===== src/rtl/seg7_pkg.sv =====
// Shared constants for the seven-segment character decoder:
// active-low segment patterns (bit0=a .. bit6=g) for each decodable
// character, the blank pattern, and the decoder FSM state type.
package seg7_pkg;

    localparam logic [6:0] PAT_0 = 7'h40;
    localparam logic [6:0] PAT_1 = 7'h79;
    localparam logic [6:0] PAT_2 = 7'h24;
    localparam logic [6:0] PAT_3 = 7'h30;
    localparam logic [6:0] PAT_4 = 7'h19;
    localparam logic [6:0] PAT_5 = 7'h12;
    localparam logic [6:0] PAT_6 = 7'h02;
    localparam logic [6:0] PAT_7 = 7'h78;
    localparam logic [6:0] PAT_8 = 7'h00;
    localparam logic [6:0] PAT_9 = 7'h18;
    localparam logic [6:0] PAT_B = 7'h38;
    localparam logic [6:0] PAT_C = 7'h09;
    localparam logic [6:0] PAT_D = 7'h1A;

    // All segments off: display is dark, nothing to decode.
    localparam logic [6:0] BLANK = 7'h7F;

    typedef enum logic [1:0] {
        TRACK    = 2'd0,
        EMIT     = 2'd1,
        WAIT_CHG = 2'd2
    } state_e;

endpackage


===== src/rtl/seg7_pattern_lut.sv =====
// Combinational segment-pattern to character-code lookup.
// Unknown patterns map to code 0 with err set; the blank pattern maps to
// code 0 without err (the caller never emits it).
module seg7_pattern_lut
    import seg7_pkg::*;
(
    input  logic [6:0] pat_i,
    output logic [3:0] code_o,
    output logic       err_o
);

    // Table lookup; anything not listed is an error pattern.
    always_comb begin
        // NOTE: every output gets a default before the case so no path leaves it unassigned (no latch).
        code_o = 4'd0;
        err_o  = 1'b1;
        case (pat_i)
            PAT_0:   begin code_o = 4'd0;  err_o = 1'b0; end
            PAT_1:   begin code_o = 4'd1;  err_o = 1'b0; end
            PAT_2:   begin code_o = 4'd2;  err_o = 1'b0; end
            PAT_3:   begin code_o = 4'd3;  err_o = 1'b0; end
            PAT_4:   begin code_o = 4'd4;  err_o = 1'b0; end
            PAT_5:   begin code_o = 4'd5;  err_o = 1'b0; end
            PAT_6:   begin code_o = 4'd6;  err_o = 1'b0; end
            PAT_7:   begin code_o = 4'd7;  err_o = 1'b0; end
            PAT_8:   begin code_o = 4'd8;  err_o = 1'b0; end
            PAT_9:   begin code_o = 4'd9;  err_o = 1'b0; end
            PAT_B:   begin code_o = 4'd11; err_o = 1'b0; end
            PAT_C:   begin code_o = 4'd12; err_o = 1'b0; end
            PAT_D:   begin code_o = 4'd13; err_o = 1'b0; end
            BLANK:   begin code_o = 4'd0;  err_o = 1'b0; end
            default: begin code_o = 4'd0;  err_o = 1'b1; end
        endcase
    end

endmodule


===== src/rtl/seg7_char_decoder.sv =====
// Seven-segment character decoder with input debouncing and a
// valid/ready result handshake.
//
// A segment pattern must be seen unchanged on STABLE_CYCLES+1 consecutive
// rising edges before it is decoded and offered on code_out/code_err with
// code_valid. After the consumer accepts it, the same pattern is not offered
// again until the input has moved away from it.
//
// Optional feature: define SEG7_DEC_ERRCNT_EN to add the err_count output,
// a saturating count of accepted results that had code_err set.
module seg7_char_decoder
    import seg7_pkg::*;
#(
    parameter int STABLE_CYCLES = 4,
    parameter int ERR_CNT_W     = 8
) (
    input  logic                 clk,
    input  logic                 resetn,
    input  logic [6:0]           seg_in,
    output logic [3:0]           code_out,
    output logic                 code_err,
    output logic                 code_valid,
    input  logic                 code_ready
`ifdef SEG7_DEC_ERRCNT_EN
    ,
    output logic [ERR_CNT_W-1:0] err_count
`endif
);

    localparam logic [3:0] STAB_MAX = 4'(STABLE_CYCLES);

    state_e     state_q, state_d;
    logic [6:0] seg_q;
    logic [3:0] stab_cnt_q, stab_cnt_d;
    logic [3:0] code_q, code_d;
    logic       err_q, err_d;
    logic       valid_q, valid_d;
    logic [6:0] pat_q, pat_d;
    logic [6:0] last_pat_q, last_pat_d;
    logic       accept;
    logic [3:0] lut_code;
    logic       lut_err;

    seg7_pattern_lut u_lut (
        .pat_i  (seg_q),
        .code_o (lut_code),
        .err_o  (lut_err)
    );

    // Run length of the current input pattern, saturating at STABLE_CYCLES.
    always_comb begin
        stab_cnt_d = 4'd0;
        if (seg_in == seg_q) begin
            stab_cnt_d = (stab_cnt_q == STAB_MAX) ? stab_cnt_q : stab_cnt_q + 4'd1;
        end
    end

    // Next-state and result logic: emit once stable, hold until accepted,
    // then wait for the input to leave the accepted pattern.
    always_comb begin
        state_d    = state_q;
        code_d     = code_q;
        err_d      = err_q;
        valid_d    = valid_q;
        pat_d      = pat_q;
        last_pat_d = last_pat_q;
        accept     = 1'b0;
        case (state_q)
            TRACK: begin
                // stab_cnt_d == STAB_MAX implies seg_in == seg_q this cycle.
                if (stab_cnt_d == STAB_MAX && seg_q != BLANK) begin
                    state_d = EMIT;
                    code_d  = lut_code;
                    err_d   = lut_err;
                    valid_d = 1'b1;
                    pat_d   = seg_q;
                end
            end
            EMIT: begin
                if (valid_q && code_ready) begin
                    accept     = 1'b1;
                    state_d    = WAIT_CHG;
                    valid_d    = 1'b0;
                    last_pat_d = pat_q;
                end
            end
            WAIT_CHG: begin
                if (seg_q != last_pat_q) begin
                    state_d = TRACK;
                end
            end
            default: begin
                state_d = TRACK;
                valid_d = 1'b0;
            end
        endcase
    end

    // State registers with synchronous active-low reset.
    always_ff @(posedge clk) begin
        // NOTE: sequential state uses non-blocking assignments so every register samples pre-edge values.
        if (!resetn) begin
            state_q    <= TRACK;
            seg_q      <= BLANK;
            stab_cnt_q <= 4'd0;
            code_q     <= 4'd0;
            err_q      <= 1'b0;
            valid_q    <= 1'b0;
            pat_q      <= BLANK;
            last_pat_q <= BLANK;
        end else begin
            state_q    <= state_d;
            seg_q      <= seg_in;
            stab_cnt_q <= stab_cnt_d;
            code_q     <= code_d;
            err_q      <= err_d;
            valid_q    <= valid_d;
            pat_q      <= pat_d;
            last_pat_q <= last_pat_d;
        end
    end

    assign code_out   = code_q;
    assign code_err   = err_q;
    assign code_valid = valid_q;

`ifdef SEG7_DEC_ERRCNT_EN
    logic [ERR_CNT_W-1:0] err_cnt_q, err_cnt_d;

    // Count accepted error results, sticking at all-ones.
    always_comb begin
        err_cnt_d = err_cnt_q;
        if (accept && err_q && err_cnt_q != {ERR_CNT_W{1'b1}}) begin
            err_cnt_d = err_cnt_q + ERR_CNT_W'(1);
        end
    end

    // Error counter register.
    always_ff @(posedge clk) begin
        if (!resetn) begin
            err_cnt_q <= '0;
        end else begin
            err_cnt_q <= err_cnt_d;
        end
    end

    assign err_count = err_cnt_q;
`endif

endmodule

===== config.mk =====
export PLATFORM = sky130hd
export DESIGN_NAME = seg7_char_decoder
export DESIGN_NICKNAME = d
export VERILOG_FILES = /design/src/rtl/seg7_pkg.sv /design/src/rtl/seg7_pattern_lut.sv /design/src/rtl/seg7_char_decoder.sv
export SDC_FILE = /design/constraint.sdc
export NUM_CORES = 1
export LEC_CHECK = 0
export CAP_MARGIN = 20
export CORE_MARGIN = 2
export CORE_UTILIZATION = 35
export DETAILED_ROUTE_END_ITERATION = 8
export DONT_BUFFER_PORTS = 1
export PLACE_DENSITY = 0.48
export SLEW_MARGIN = 20
export SYNTH_ARGS = -nofsm -noshare
export SYNTH_HDL_FRONTEND = slang
export SYNTH_SLANG_ARGS = --single-unit

===== constraint.sdc =====
create_clock -name clk -period 2.4 [get_ports clk]
set_clock_uncertainty 0.1 [all_clocks]
set_input_delay 0.48 -clock clk [delete_from_list [all_inputs] [get_ports clk]]
set_output_delay 0.48 -clock clk [all_outputs]
set_load 0.05 [all_outputs]

-- Yosys cells after proc, flatten, opt, wreduce, memory -nomap -nowiden
Index checks and enable logic that the tools add are counted.
- output and inout port bits: 6
- memories kept: 0
- memory bits (writable): 0
- bits in read-only memories: 0
- flip-flop bits (word level): 33
- latch bits: 0
- div/mod/pow operators: 0
- bitwise gates (word level): 1
- multiplexer cells: 11
- magnitude comparators: 0
- add/sub/neg operators: 1
- $mul: 0
- reduce and logical (&&, ||, !) cells: 9
- shift operators: 0
- equal/unequal tests: 23
- operators with widths (operator ; number):
    one-hot mux 4 bit (12 select lines) ; 1
    equality test 7 x 5 -> 1 bit, second input constant ; 4
    equality test 7 bit, second input constant ; 4
    equality test 7 x 6 -> 1 bit, second input constant ; 3
    OR reduction 14 bit ; 1
    equality test 4 x 3 -> 1 bit, second input constant ; 2
    two-way mux 4 bit ; 2
    equality test 7 x 2 -> 1 bit, second input constant ; 1
    equality test 7 x 4 -> 1 bit, second input constant ; 1
    equality test 7 bit ; 1
    logical NOT 7 bit ; 1
    inequality test 7 bit ; 1
    inequality test 7 bit, second input constant ; 1
    two-way mux 2 bit ; 3
    inequality test 2 bit, second input constant ; 3
    one-hot mux 2 bit (3 select lines) ; 1
    AND reduction 3 bit ; 2
    adder 4 x 1 -> 4 bit, second input constant ; 1
    AND reduction 2 bit ; 2
    two-way mux 1 bit ; 3
    one-hot mux 1 bit (3 select lines) ; 1
    equality test 2 x 1 -> 1 bit, second input constant ; 1
    equality test 2 bit, second input constant ; 1
    logical AND 1 bit ; 2
    other kinds (2) ; 2

-- Depth between registers and ports, before layout
Gate-level depths: netlist of the first run.
- word-level depth: 7
- depth in mapped cells: 9
- depth with buffers taken out: 7

-- Hierarchy
Synthesis of the first run repeated with hierarchy kept, for this count alone.
- cell total of the unflattened synthesis: 195
- area, all modules: 1762.9 µm²
- modules (own cells, without submodules) (module ; area each (µm²) ; cells each ; seq. area each (µm²) ; times used):
    seg7_char_decoder ; 1487.7 ; 156 ; 660.6 ; 1
    seg7_pattern_lut ; 275.3 ; 39 ; 0.0 ; 1

-- Worst setup path after synthesis of the first run
No wires, ideal clock.
- kind: reg2reg
- start point: register stab_cnt_q[0]
- end point: register code_q[3], in the netlist code_out[3]
- stages on the path, launching flop included: 9
- setup time: 72 ps
- arrival: 2148 ps
- path slack: 80 ps
- path through: dfxtp_1 > inv_1 > ha_1 > or3_4 > a2111oi_4 > and2_1 > buf_6 > buf_12 > mux2i_1
- longest elaborated chain between the ends: 6
- elaborated cells between the ends (all ways): 7
- classes of those cells: add/sub: 1; eq/ne: 2; mux: 2; reduce/logical: 2
- ends and longest elaborated chain (item ; line ; source):
    from (decl) ; seg7_char_decoder.sv:34 ; logic [3:0] stab_cnt_q, stab_cnt_d;
    from (signal assigned) ; seg7_char_decoder.sv:114 ; stab_cnt_q <= stab_cnt_d;
    adder 4 x 1 -> 4 bit / equality test 4 x 3 -> 1 bit (equally long branches) ; seg7_char_decoder.sv:54 ; stab_cnt_d = (stab_cnt_q == STAB_MAX) ? stab_cnt_q : stab_cnt_q + 4'd1;
    two-way mux 4 bit * ; seg7_char_decoder.sv:54 ;
    two-way mux 4 bit * ; seg7_char_decoder.sv:53 ; if (seg_in == seg_q) begin
    equality test 4 x 3 -> 1 bit * ; seg7_char_decoder.sv:71 ; if (stab_cnt_d == STAB_MAX && seg_q != BLANK) begin
    logical AND 1 bit * ; seg7_char_decoder.sv:71 ;
    AND reduction 2 bit (no source line) * ; n/a ;
    to (signal assigned) ; seg7_char_decoder.sv:115 ; code_q <= code_d;
    to (decl) ; seg7_char_decoder.sv:35 ; logic [3:0] code_q, code_d;
Every way passes the cells marked *; elsewhere a longest branch is shown, timed or not.
A chain may end at the register's enable or synchronous reset.

-- Worst setup path after layout of the first run
Same ends and word-level chain as after synthesis.

==> results.cfg, run 1 <==
[placed_design]
place.port_buffers = 0
globalplace.congestion = 0.815
place_hpwl_um = 2550
dp_cells = 243

[global_route]
grt_usage = 0.153
gr-total-overflow = 0
grt_max_degree = 37
grt_pass1_vias = 1339
grt_antenna_before_repair = 0
grt_first_pass_wirelength_um = 6310

[critical_path]
r2r-start = stab_cnt_q[0]
reg2regPathDepth = 7
timing.rr.end = code_out[3]
end_kind = register
start_kind = register
slowest_delay_ns = 0.45
cp_cell_sequence = inv_1 -> ha_1 -> or3_4 -> a2111oi_4 -> and2_1 -> buf_4 -> mux2i_1
startpoint = stab_cnt_q[0]
crit_type = reg -> reg
slowest_stage = dfxtp_1
worstPathMaxFanout = 8
cp_data_required_time_ns = 2.51
cp_data_arrival_time_ns = 2.31
rrSetupSlack_ns = 0.20
cp-endpoint = code_out[3]

[logic_synthesis]
ys_ff_latch = 33
netlist_instances = 194
syn-num-nets = 206
ys.flop_type = dfxtp_1
synthArstFlopShare = 0
yosysWarnings = 0
synth_enable_flop_cells = 0
syn_area_per_cell_sq_um = 8.74
synthTopCellsByArea = dfxtp_1 (39%), o211ai_1 (6.6%), xnor2_1 (4.1%), xor2_1 (4.1%), nand2_1 (3.8%)
seq_area_frac_synth = 0.390
synth_top_area_frac = 0.390
synth_area_sq_um = 1700
ys_types = 42
synth_top_area_cell = dfxtp_1

[route]
drt-initial-drc-count = 47
vias = 1343
drc_errors = 0
ant_nets = 0
wirelength_um = 3580
avgRoutedWirePerCell_um = 14.3
drt_first_pass_iters = 4
viasPerCell = 5.37

[finish]
final_util = 0.393
fillers = 486
drive_above_1_share = 0.112
nets = 208
final_cells = 250
diodes = 0
areaGrowthSynthToFinish_pct = 8.86

[floorplan]
initial_core_util = 0.361
fp.dieH_um = 73.6
die_w_um = 73.6
num_rows = 25
die-area_sq_um = 5420
io_pins = 16
core_sq_um = 4690

[timing]
finalCritPeriodShare = 0.917
min_period_ns = 2.20
worstMarginPinSlew_ns = 0.606
slew_headroom = 0.586
fin_tns_setup_ns = 0
final-setup-viol-count = 0
finalHoldViolations = 0
rsz0062_at_grt = no
slew_viol_final = 0
whs_ns = 0.174
fmax_mhz = 454

[run_status]
run_status = completed

[clocking]
post_cts_buffers = 0
cts_max_level = 2
clk_pin_slew_ns = 0.06
clockBufferDepth = 2
clockRootBuffer = clkbuf_8
cts_tree = yes
cts_hold_buf = 0
worstSkewPairLatency_ns = 0.28
cts_buffers = 5
cts_sinks = 33
cts_resized = 0

[power_and_ir_drop]
p_per_area_nw_per_um2 = 563
peakVddDrop_mv = 0.339
leakagePower_nw = 0.704

[hold_path]
hold_class = in -> reg

[flow_run]
drv_cap = 0
-- layout make-up --
| type | count | area (sq um) | area share |
|---|---|---|---|
| Multi-Input combinational cell | 136 | 915 | 0.496 |
| Sequential cell | 33 | 661 | 0.358 |
| Clock buffer | 7 | 86.3 | 0.0468 |
| Timing Repair Buffer | 11 | 82.6 | 0.0447 |
| Tap cell | 54 | 67.6 | 0.0366 |
| Inverter | 9 | 33.8 | 0.0183 |
-- worst max-delay path, delay by kind of cell (launching register included) --
kind / cells / cell delay, ns
fa+ha+maj: 1 / 0.30
compound gates: 1 / 0.34
mux: 1 / 0.18
buf+inv: 2 / 0.24
simple gates: 2 / 0.53
flops: 1 / 0.45
-- sequential cells by signal, indices dropped and copies added (netlist names) --
register    flops
code_out        4
last_pat_q      7
state_q         2
seg_q           7
stab_cnt_q      4
code_valid      1
code_err        1
pat_q           7
-- metrics by stage --
stage | cell area (sq um) | worst slack, ns | power, W
after CTS | 1850 | 0.159 | 0.00106
final | 1850 | 0.199 | 0.00104
after floorplan | 1700 | 0.0802 | 0.000631
after global placement | 1760 | 0.265 | 0.000638
after global routing | 1850 | 0.0263 | 0.00109
after detailed placement | 1760 | 0.179 | 0.000639
-- worst min-delay path by stage --
stage | startpoint | end | slack (ns) | depth (start not counted)
final | resetn | seg_q[1] | 0.17 | 1
after global routing | resetn | seg_q[6] | 0.16 | 1
after CTS | resetn | seg_q[6] | 0.16 | 1
after detailed placement | pat_q[1] | pat_q[1] | 0.40 | 2
after global placement | last_pat_q[3] | last_pat_q[3] | 0.38 | 2
after floorplan | pat_q[0] | pat_q[0] | 0.37 | 2
-- kinds of logic (layout without fill, tap and decap cells) --
kind of cell    count (synthesis)  count (layout)  synth area share
fa+ha+maj                       2               2            0.0148
buf+inv                        25              27            0.0709
mux                             4               4            0.0236
compound gates                 39              39             0.173
xor+xnor                       16              16            0.0827
flops                          33              33             0.390
simple gates                   75              75             0.246
-- layer usage --
metal | vias to the layer above | part of all wire | track usage
met3 | 2 | 0.038 | 0.0453
met2 | 22 | 0.47 | 0.227
met5 | - | 0 | 0
met1 | 628 | 0.48 | 0.207
li1 | 691 | - | -
met4 | 0 | 0.0064 | 0.0586
-- cell usage in the layout, fill, tap and decap left out, drive strengths merged, types with 3 or more instances in the layout --
| cell | n |
|---|---|
| dfxtp | 33 |
| nand2 | 17 |
| o211ai | 15 |
| nand3 | 12 |
| buf | 11 |
| inv | 9 |
| xor2 | 8 |
| xnor2 | 8 |
| nand2b | 8 |
| o21ai | 8 |
| clkbuf | 7 |
| nor2 | 6 |
| nand4 | 4 |
| nor4 | 4 |
| a21oi | 4 |
| mux2i | 4 |
| nor3b | 3 |
| nand4b | 3 |
| nor3 | 3 |
| or3 | 3 |
| a2111oi | 3 |
-- cells in the mapped netlist (all sizes together) (6+ instances only) --
master and instances:
dfxtp 33, nand2 17, o211ai 15, nand3 12, clkbuf 10, inv 9
nand2b 8, o21ai 8, xnor2 8, xor2 8, buf 6, nor2 6
-- report_power, final --
group	internal, W	switching, W	total, W
clock network	0.000227	0.000186	0.000413
logic	0.0000288	0.0000286	0.0000573
registers	0.000554	0.0000146	0.000569
(Power assumes the default switching activity.)
==> run 2: changes to the inputs <==
CTS_BUF_LIST = sky130_fd_sc_hd__clkbuf_4 sky130_fd_sc_hd__clkbuf_8   (was default)
==> run 2 against run 1 <==
  * Via count rose by 0.22%
  * Worst hold slack barely moved
  * Total power rose by 1.1%
  * Register-to-register slack barely moved
  * Cell count did not move
  * Fmax barely moved
  * Critical path depth did not move
  * Highest routed layer unchanged
  * Sequential share of layout area fell by 0.073 points
  * Setup slack improved by 0.0011 ns
  * Flip-flop and latch count did not move
  * Non-clock buffer count did not move
==> results.cfg, run 2 (synthesis gave the netlist of run 1 again) <==
[run_status]
run_status = completed

[floorplan]
io_pins = 16
fp.dieH_um = 73.6
die-area_sq_um = 5420
num_rows = 25
die_w_um = 73.6
core_sq_um = 4690
initial_core_util = 0.361

[timing]
rsz0062_at_grt = no
final-setup-viol-count = 0
finalHoldViolations = 0
slew_headroom = 0.587
fmax_mhz = 455
layout_setup_ws_ns = 0.200
slew_viol_final = 0
worstMarginPinSlew_ns = 0.604
fin_tns_setup_ns = 0
min_period_ns = 2.20
finalCritPeriodShare = 0.917

[critical_path]
crit_cells = 7
slowest_delay_ns = 0.45
crit_type = reg -> reg
slowest_stage = dfxtp_1
critPathBufInv = 2
timing.rr.end = code_out[3]
cp_data_required_time_ns = 2.51
critPathTopFamily = simple AND/OR/NAND/NOR gates
worstPathMaxFanout = 8
cp_data_arrival_time_ns = 2.31
end_kind = register
rrSetupSlack_ns = 0.20
start_kind = register
cp_cell_sequence = inv_1 -> ha_1 -> or3_4 -> a2111oi_4 -> and2_1 -> buf_4 -> mux2i_1
reg2regPathDepth = 7
r2r-start = stab_cnt_q[0]

[hold_path]
hold_start = resetn
hold_depth = 1
hold_end = seg_q[1]
hold_class = in -> reg

[placed_design]
dpl_worst_slack_ns = 0.179
place_area_sq_um = 1760
dp_cells = 243
place_hpwl_um = 2550
globalplace.congestion = 0.815
place.port_buffers = 0

[finish]
most-common-layout-cells = dfxtp_1 (33), nand2_1 (17), o211ai_1 (15), nand3_1 (12), buf_4 (11)
fillers = 486
diodes = 0
nets = 208
largest_registers = last_pat_q x7, pat_q x7, seg_q x7
drive_above_1_share = 0.117
final_cell_area_sq_um = 1850
final_util = 0.394
areaGrowthSynthToFinish_pct = 9.08
final_common_cell = dfxtp_1
multi_input_area_sq_um = 915
final_cells = 250
final-seq-area_sq_um = 661

[route]
avgRoutedWirePerCell_um = 14.4
viasPerCell = 5.38
vias = 1346
wirelength_um = 3590
ant_nets = 0
drt_first_pass_iters = 4
drc_errors = 0
drt-initial-drc-count = 47

[global_route]
gr-total-overflow = 0
grt_usage = 0.153
grt_first_pass_wirelength_um = 6310
grt_max_degree = 37
grt_pass1_vias = 1339
grt_antenna_before_repair = 0

[clocking]
cts_tree = yes
clockRootBuffer = clkbuf_8
worstSkewPairLatency_ns = 0.28
post_cts_buffers = 0
cts_hold_buf = 0
cts_resized = 0
cts_max_level = 2
clk_pin_slew_ns = 0.06
cts_buffers = 5
clockBufferDepth = 2
cts_sinks = 33

[power_and_ir_drop]
p_per_area_nw_per_um2 = 568
peakVddDrop_mv = 0.338
leakagePower_nw = 0.708

[flow_run]
drv_cap = 0
## run 2: cell types whose count changed in the layout (fill, tap and decap cells not counted)
| cell | change |
|---|---|
| clkbuf_1 | -1 |
| clkbuf_4 | +1 |
## run 2: power breakdown
group	switching, W	internal, W
clock network	0.000185	0.000239
logic	0.0000285	0.0000288
registers	0.0000146	0.000554
total	0.000229	0.000821
## run 2: layout make-up
class                      count  area share
clock buffer                   7      0.0487
inverter                       9      0.0183
multi-input combinational    136       0.495
sequential                    33       0.357
tap                           54      0.0365
timing repair buffer          11      0.0447
## run 2: metrics by stage
stage / power, W / hold slack (ns)
2_1_floorplan: 0.000631 / 0.369
3_3_place_gp: 0.000638 / 0.383
6_report: 0.00105 / 0.174
5_1_grt: 0.00110 / 0.161
4_1_cts: 0.00107 / 0.163
3_5_place_dp: 0.000639 / 0.395
## run 2: worst max-delay path by stage
| stage | slack, ns | startpoint | end |
|---|---|---|---|
| 2_1_floorplan | 0.08 | stab_cnt_q[0] | code_out[3] |
| 3_3_place_gp | 0.27 | stab_cnt_q[0] | code_out[3] |
| 3_5_place_dp | 0.18 | stab_cnt_q[0] | code_err |
| 4_1_cts | 0.16 | stab_cnt_q[0] | code_out[1] |
| 5_1_grt | 0.03 | stab_cnt_q[0] | code_out[1] |
| 6_report | 0.20 | stab_cnt_q[0] | code_out[3] |
## run 2: metal layers
metal  part of all wire  track usage  up-vias
li1                   -            -      691
met1               0.49        0.207      631
met2               0.47        0.227       22
met3              0.034       0.0453        2
met4             0.0064       0.0586        0
met5                  0            0        -
